[src/rtl/flappy_pkg.sv]
// Shared types and screen constants for the flappy game objects.
package flappy_pkg;

    localparam int unsigned SCREEN_W  = 640;
    localparam int unsigned SCREEN_H  = 480;
    localparam int unsigned COORD_W   = 10;
    localparam int unsigned SPEED_W   = 3;
    localparam int unsigned SPEED_MAX = 4;

    typedef logic [COORD_W-1:0] coord_t;

    typedef enum logic [1:0] {
        IDLE   = 2'd0,
        RUN    = 2'd1,
        HALTED = 2'd2
    } scroll_state_t;

endpackage

[src/rtl/lfsr10.sv]
// 10-bit Fibonacci LFSR, polynomial x^10 + x^7 + 1, free-running, seeded to 1.
module lfsr10 (
    input  logic       clk,
    input  logic       reset,
    output logic [9:0] q
);

    // Shift every non-reset cycle; maximal-length taps keep the state non-zero.
    always_ff @(posedge clk) begin
        if (reset) begin
            q <= 10'h001;
        end else begin
            q <= {q[8:0], q[9] ^ q[6]};
        end
    end

endmodule

[src/rtl/pipe_scroller.sv]
// Scrolls one pipe leftward at a frame tick, wraps it with a random gap height,
// and pulses 'passed' when its trailing edge clears the bird column.
// Optional build macro PIPE_SPEEDUP_EN: speed rises by one every four passes (max 4).
// Parameters must satisfy Y_MIN + 255 + GAP_H <= 479 so the gap stays on screen.
module pipe_scroller
    import flappy_pkg::*;
#(
    parameter int unsigned X_START    = 640,
    parameter int unsigned PIPE_W     = 40,
    parameter int unsigned GAP_H      = 120,
    parameter int unsigned Y_MIN      = 40,
    parameter int unsigned BIRD_X     = 100,
    parameter int unsigned TICK_DIV   = 833333,
    parameter int unsigned SPEED_INIT = 1
) (
    input  logic               clk,
    input  logic               reset,
    input  logic               start,
    input  logic               halt,
    output logic [COORD_W-1:0] pipe_x,
    output logic [COORD_W-1:0] gap_top,
    output logic [COORD_W-1:0] gap_bot,
    output logic               passed,
    output logic               running
);

    localparam int unsigned TICK_W = (TICK_DIV > 1) ? $clog2(TICK_DIV) : 1;

    scroll_state_t       state, state_n;
    logic [TICK_W-1:0]   tick, tick_n;
    coord_t              pipe_x_n, gap_top_n, new_x, gap_new;
    logic                passed_n;
    logic [SPEED_W-1:0]  speed;
    logic [9:0]          lfsr_q;
    logic                lfsr_unused;

    lfsr10 u_lfsr (
        .clk   (clk),
        .reset (reset),
        .q     (lfsr_q)
    );

    // Only the low byte randomises the gap; upper bits are deliberately dropped.
    assign lfsr_unused = ^lfsr_q[9:8];
    assign gap_new     = COORD_W'(Y_MIN) + COORD_W'(lfsr_q[7:0]);

    // Next-state and next-output logic; halt wins over start and over a due step.
    always_comb begin
        state_n   = state;
        tick_n    = tick;
        pipe_x_n  = pipe_x;
        gap_top_n = gap_top;
        passed_n  = 1'b0;
        new_x     = pipe_x - COORD_W'(speed);
        unique case (state)
            IDLE: begin
                if (start) begin
                    state_n = RUN;
                end
            end
            RUN: begin
                if (halt) begin
                    state_n = HALTED;
                end else if (tick == TICK_W'(TICK_DIV - 1)) begin
                    tick_n = '0;
                    if (pipe_x < COORD_W'(speed)) begin
                        pipe_x_n  = COORD_W'(X_START);
                        gap_top_n = gap_new;
                    end else begin
                        pipe_x_n = new_x;
                        passed_n = ((11'(pipe_x) + 11'(PIPE_W)) >= 11'(BIRD_X)) &&
                                   ((11'(new_x)  + 11'(PIPE_W)) <  11'(BIRD_X));
                    end
                end else begin
                    tick_n = tick + TICK_W'(1);
                end
            end
            HALTED: begin
                if (start) begin
                    state_n   = RUN;
                    tick_n    = '0;
                    pipe_x_n  = COORD_W'(X_START);
                    gap_top_n = gap_new;
                end
            end
            default: begin
                state_n = IDLE;
            end
        endcase
    end

    // State and output registers; gap_bot is registered alongside gap_top.
    always_ff @(posedge clk) begin
        if (reset) begin
            state   <= IDLE;
            tick    <= '0;
            pipe_x  <= COORD_W'(X_START);
            gap_top <= COORD_W'(Y_MIN);
            gap_bot <= COORD_W'(Y_MIN + GAP_H);
            passed  <= 1'b0;
            running <= 1'b0;
        end else begin
            state   <= state_n;
            tick    <= tick_n;
            pipe_x  <= pipe_x_n;
            gap_top <= gap_top_n;
            gap_bot <= gap_top_n + COORD_W'(GAP_H);
            passed  <= passed_n;
            running <= (state_n == RUN);
        end
    end

`ifdef PIPE_SPEEDUP_EN
    logic [1:0] pass_cnt;
    logic       relaunch;

    assign relaunch = (state == HALTED) && start;

    // Every fourth pass raises the step size, saturating at SPEED_MAX.
    always_ff @(posedge clk) begin
        if (reset || relaunch) begin
            pass_cnt <= '0;
            speed    <= SPEED_W'(SPEED_INIT);
        end else if (passed_n) begin
            pass_cnt <= pass_cnt + 2'd1;
            if ((pass_cnt == 2'd3) && (speed < SPEED_W'(SPEED_MAX))) begin
                speed <= speed + SPEED_W'(1);
            end
        end
    end
`else
    assign speed = SPEED_W'(SPEED_INIT);
`endif

endmodule

[config.mk]
export PLATFORM = sky130hd
export DESIGN_NAME = pipe_scroller
export DESIGN_NICKNAME = d
export VERILOG_FILES = /design/src/rtl/flappy_pkg.sv /design/src/rtl/lfsr10.sv /design/src/rtl/pipe_scroller.sv
export SDC_FILE = /design/constraint.sdc
export NUM_CORES = 1
export LEC_CHECK = 0
export ABC_AREA = 1
export BUFFER_PORTS_ARGS = -buffer_cell sky130_fd_sc_hd__buf_2
export CAP_MARGIN = 0
export CORE_MARGIN = 8
export CORE_UTILIZATION = 45
export CTS_CLUSTER_DIAMETER = 200
export DETAILED_ROUTE_END_ITERATION = 10
export GPL_TIMING_DRIVEN = 0
export PLACE_DENSITY_LB_ADDON = 0.08
export SLEW_MARGIN = 30
export SYNTH_ARGS = -nofsm -noshare
export SYNTH_HDL_FRONTEND = slang
export SYNTH_HIERARCHICAL = 1
export SYNTH_SLANG_ARGS = --single-unit
[constraint.sdc]
create_clock -name clk -period 2.5 [get_ports clk]
set_clock_uncertainty 0.1 [all_clocks]
set_input_delay 0.5 -clock clk [delete_from_list [all_inputs] [get_ports clk]]
set_output_delay 0.5 -clock clk [all_outputs]
set_load 0.05 [all_outputs]
==> reports/summary.txt <==
Nets: 495
Post-synth EDFFs: 0
Sw Ratio: 33.7%
Int Pwr: 1540 µW
Highest Clock Rate: 0.438 GHz
Min-delay worst type: reg -> reg
Setup slack after layout: 218 ps
CTS clk-pin slew, worst paths: 70 ps
Root buf cell: clkbuf_8
Residual DRC count: 0
I/O pin cnt: 36
Antenna cells: 0
Area Growth Syn to Fin: 16.7%
CP max-delay cell: dfxtp_1
CTS tree: built
Hpwl dp: 5500 µm
Top FF cell, synth: dfxtp_1
Setup Total Neg Slack: 0 ps
CORE AREA: 6830 µm²
Slew headroom: 58.3%
Unique masters post-synth: 43
Hold Path Stages: 2
Syn Area/Cell: 7.40 µm²
Static Leak: 0.00160 µW
DR pass1 iterations: 4
Die Area: 10000 µm²
Post-DRT Antenna Nets: 0
Slowest stage delay, CP: 320 ps
Clock power frac: 33.7%
Fin crit period: 2280 ps
Req. time, crit path: 2630 ps
Initial antenna violation count: 0
Clock Latency Late Sink: 340 ps
Worst Setup End Kind: register
Worst Tran Pin Value: 626 ps
CP top delay family: simple AND/OR/NAND/NOR gates
Vias in the first global route: 2799
Startpoint Class: register
First-pass GRT wire length: 12700 µm
Maximum level of the CTS H-tree: 3
Rows: 30
Pins over their slew limit: 0
Clock buffer count from CTS: 9
Initial Util: 46.7%
Vias/cell: 4.92
Combinational Power Share: 21.4%
RSZ-0062 raised after global routing: false
Register share of total power: 44.9%
Crit-path max FO: 5
CTS sink cnt: 61
Die width: 100 µm
Die H: 100 µm
Post-synth ARST share: 0%
Seq/Total Area, Yosys: 38.3%
Outcome: completed
Initial DRC count: 108
Syn Std Cell Area: 3190 µm²
Setup WS pre-CTS: 91.9 ps
Hold-fix buffers, CTS: 0
Synth Instances: 431
Final number of setup-violating endpoints: 0
Peak VDD IR: 316 µV
Switching pwr: 786 µW
Final WL: 7380 µm
Net Count, Synth: 447
Share of cells above drive strength 1: 22.1%
PwrDens: 626 nW/µm²
FF+latch count, synth: 61
Grt total ovfl: 0
Vias after detailed routing: 2853
Port buffer count: 35
Final period util: 91.3%
CP bufs+invs: 1
Crit path kind: reg -> reg
Total Routing Usage GR: 15.5%
CP Depth: 12
Hold Fails Final Rpt: 0
Largest net degree at the start of global routing: 12
Yosys warnings: 6
Avg WL per Cell: 12.7 µm
GPL Wtd Cong: 0.871
Max cap viols: 0
Crit-path cells: inv_1 > ha_4 > nand3_4 > nor3_4 > nand2_2 > nand3_1 > nand3_1 > nand2_1 > ha_2 > nand3_2 > a21oi_1 > o21ai_1
Worst path most repeated cell: nand3_1
Worst r2r path cells: 12
Clock buffer depth: 2
Crit path arrival time: 2410 ps
-- cells in the final DEF (no fill, tap or decap), drive strengths merged --
master and n:
a211oi 5, a21o 1, a21oi 26, a221oi 6, a41oi 2, buf 44, clkbuf 13, clkinv 6
clkinvlp 3, dfxtp 61, ha 12, inv 60, nand2 86, nand3 27, nand4 8, nor2 67
nor3 13, nor3b 2, nor4 2, o211a 1, o211ai 2, o21a 1, o21ai 21, o21bai 1
o221a 1, o31ai 1, or2 1, xnor2 4, xor2 7
-- cell families after synthesis --
family	count (synthesis)	synth area share [%]
adders and majority gates	12	4.71
AOI/OAI and AO/OA	68	13.1
and+or+nand+nor	206	31.4
DFF	61	38.3
xor gates and xnor gates	11	3.02
buffers and inverters	73	9.45
-- state kept, by name (all words and copies together), names as in the netlist, named ones only --
register / cells
tick: 20
pipe_x: 10
u_lfsr/q: 10
gap_bot: 7
gap_top: 7
state: 2
passed: 1
running: 1
-- cell type report --
| type | count | area [µm²] |
|---|---|---|
| timing repair buffer | 37 | 190 |
| buffer | 9 | 58.8 |
| sequential | 61 | 1220 |
| tap | 96 | 120 |
| clock inverter | 5 | 36.3 |
| clock buffer | 11 | 141 |
| inverter | 64 | 243 |
| multi-input combinational | 297 | 1710 |
| fill | 707 | 3110 |
-- repair_timing --
action                                  in CTS  in global routing
gates resized for setup                      0                 10
setup buffers                                0                  2
endpoints found under the setup margin       0                  9
hold endpoints to repair                     0                  0
-- power by group through the flow --
stage               combinational, µW  clock, µW  sequential, µW
detailed placement                486          0            1070
global route                      556        857            1050
finish                            500        785            1050
global placement                  479          0            1070
CTS                               490        807            1050
floorplan                         266          0            1180
-- synthesized netlist by cell type, types with 4 or more instances --
master    instances  area [µm²]
nor2_1           58         218
buf_4             4        30.0
a211oi_1          5        37.5
nand4_1           7        43.8
nand2_2          10        62.6
o21ai_0          19        95.1
a21oi_1          26         130
xnor2_1           4        35.0
xor2_1            7        61.3
dfxtp_1          61        1220
inv_2             5        18.8
nand3_1          22         110
nor2_2            5        31.3
inv_1            55         206
nand2_1          74         278
a221oi_1          5        43.8
ha_1             12         150
nand3_2           4        40.0
nor2_4            4        45.0
nor3_1           11        55.1
-- per-layer routing --
metal  routed length [µm]  vias up  global-route usage [%]  part of all wire [%]
li1                     -     1496                       -                     -
met3                  284        9                    4.78                   3.8
met5                    0        -                       0                     0
met2                 3400       36                    25.8                    46
met1                 3600     1312                    18.3                    49
met4                   91        0                    5.35                   1.2
-- metrics by stage --
| step | util [%] | power [µW] | hold WS [ps] | instance area [µm²] | std cells |
|---|---|---|---|---|---|
| 5_1_grt | 54.5 | 2460 | 349 | 3720 | 580 |
| 3_5_place_dp | 51.0 | 1560 | 295 | 3490 | 562 |
| 4_1_cts | 53.6 | 2340 | 307 | 3660 | 578 |
| 6_report | 54.5 | 2330 | 304 | 3720 | 580 |
| 3_3_place_gp | 51.0 | 1550 | 291 | 3490 | 562 |
| 2_1_floorplan | - | 1450 | 288 | 3190 | 431 |
-- tightest hold or removal path, cell delays in order, from the launching register on --
cell	delay, ps
dfxtp_1	300
inv_1	40
nor2_1	30
-- path summary, 6_finish.rpt --
| path | startpoint | to | slack [ps] |
|---|---|---|---|
| worst min register to register | u_lfsr/q[8] | u_lfsr/q[9] | 300 |
| worst max register to register | pipe_x[0] | gap_bot[7] | 220 |
| worst max-delay path | pipe_x[0] | gap_bot[7] | 220 |
| worst min-delay path | u_lfsr/q[8] | u_lfsr/q[9] | 300 |
Power figures use the tool's default switching activity.
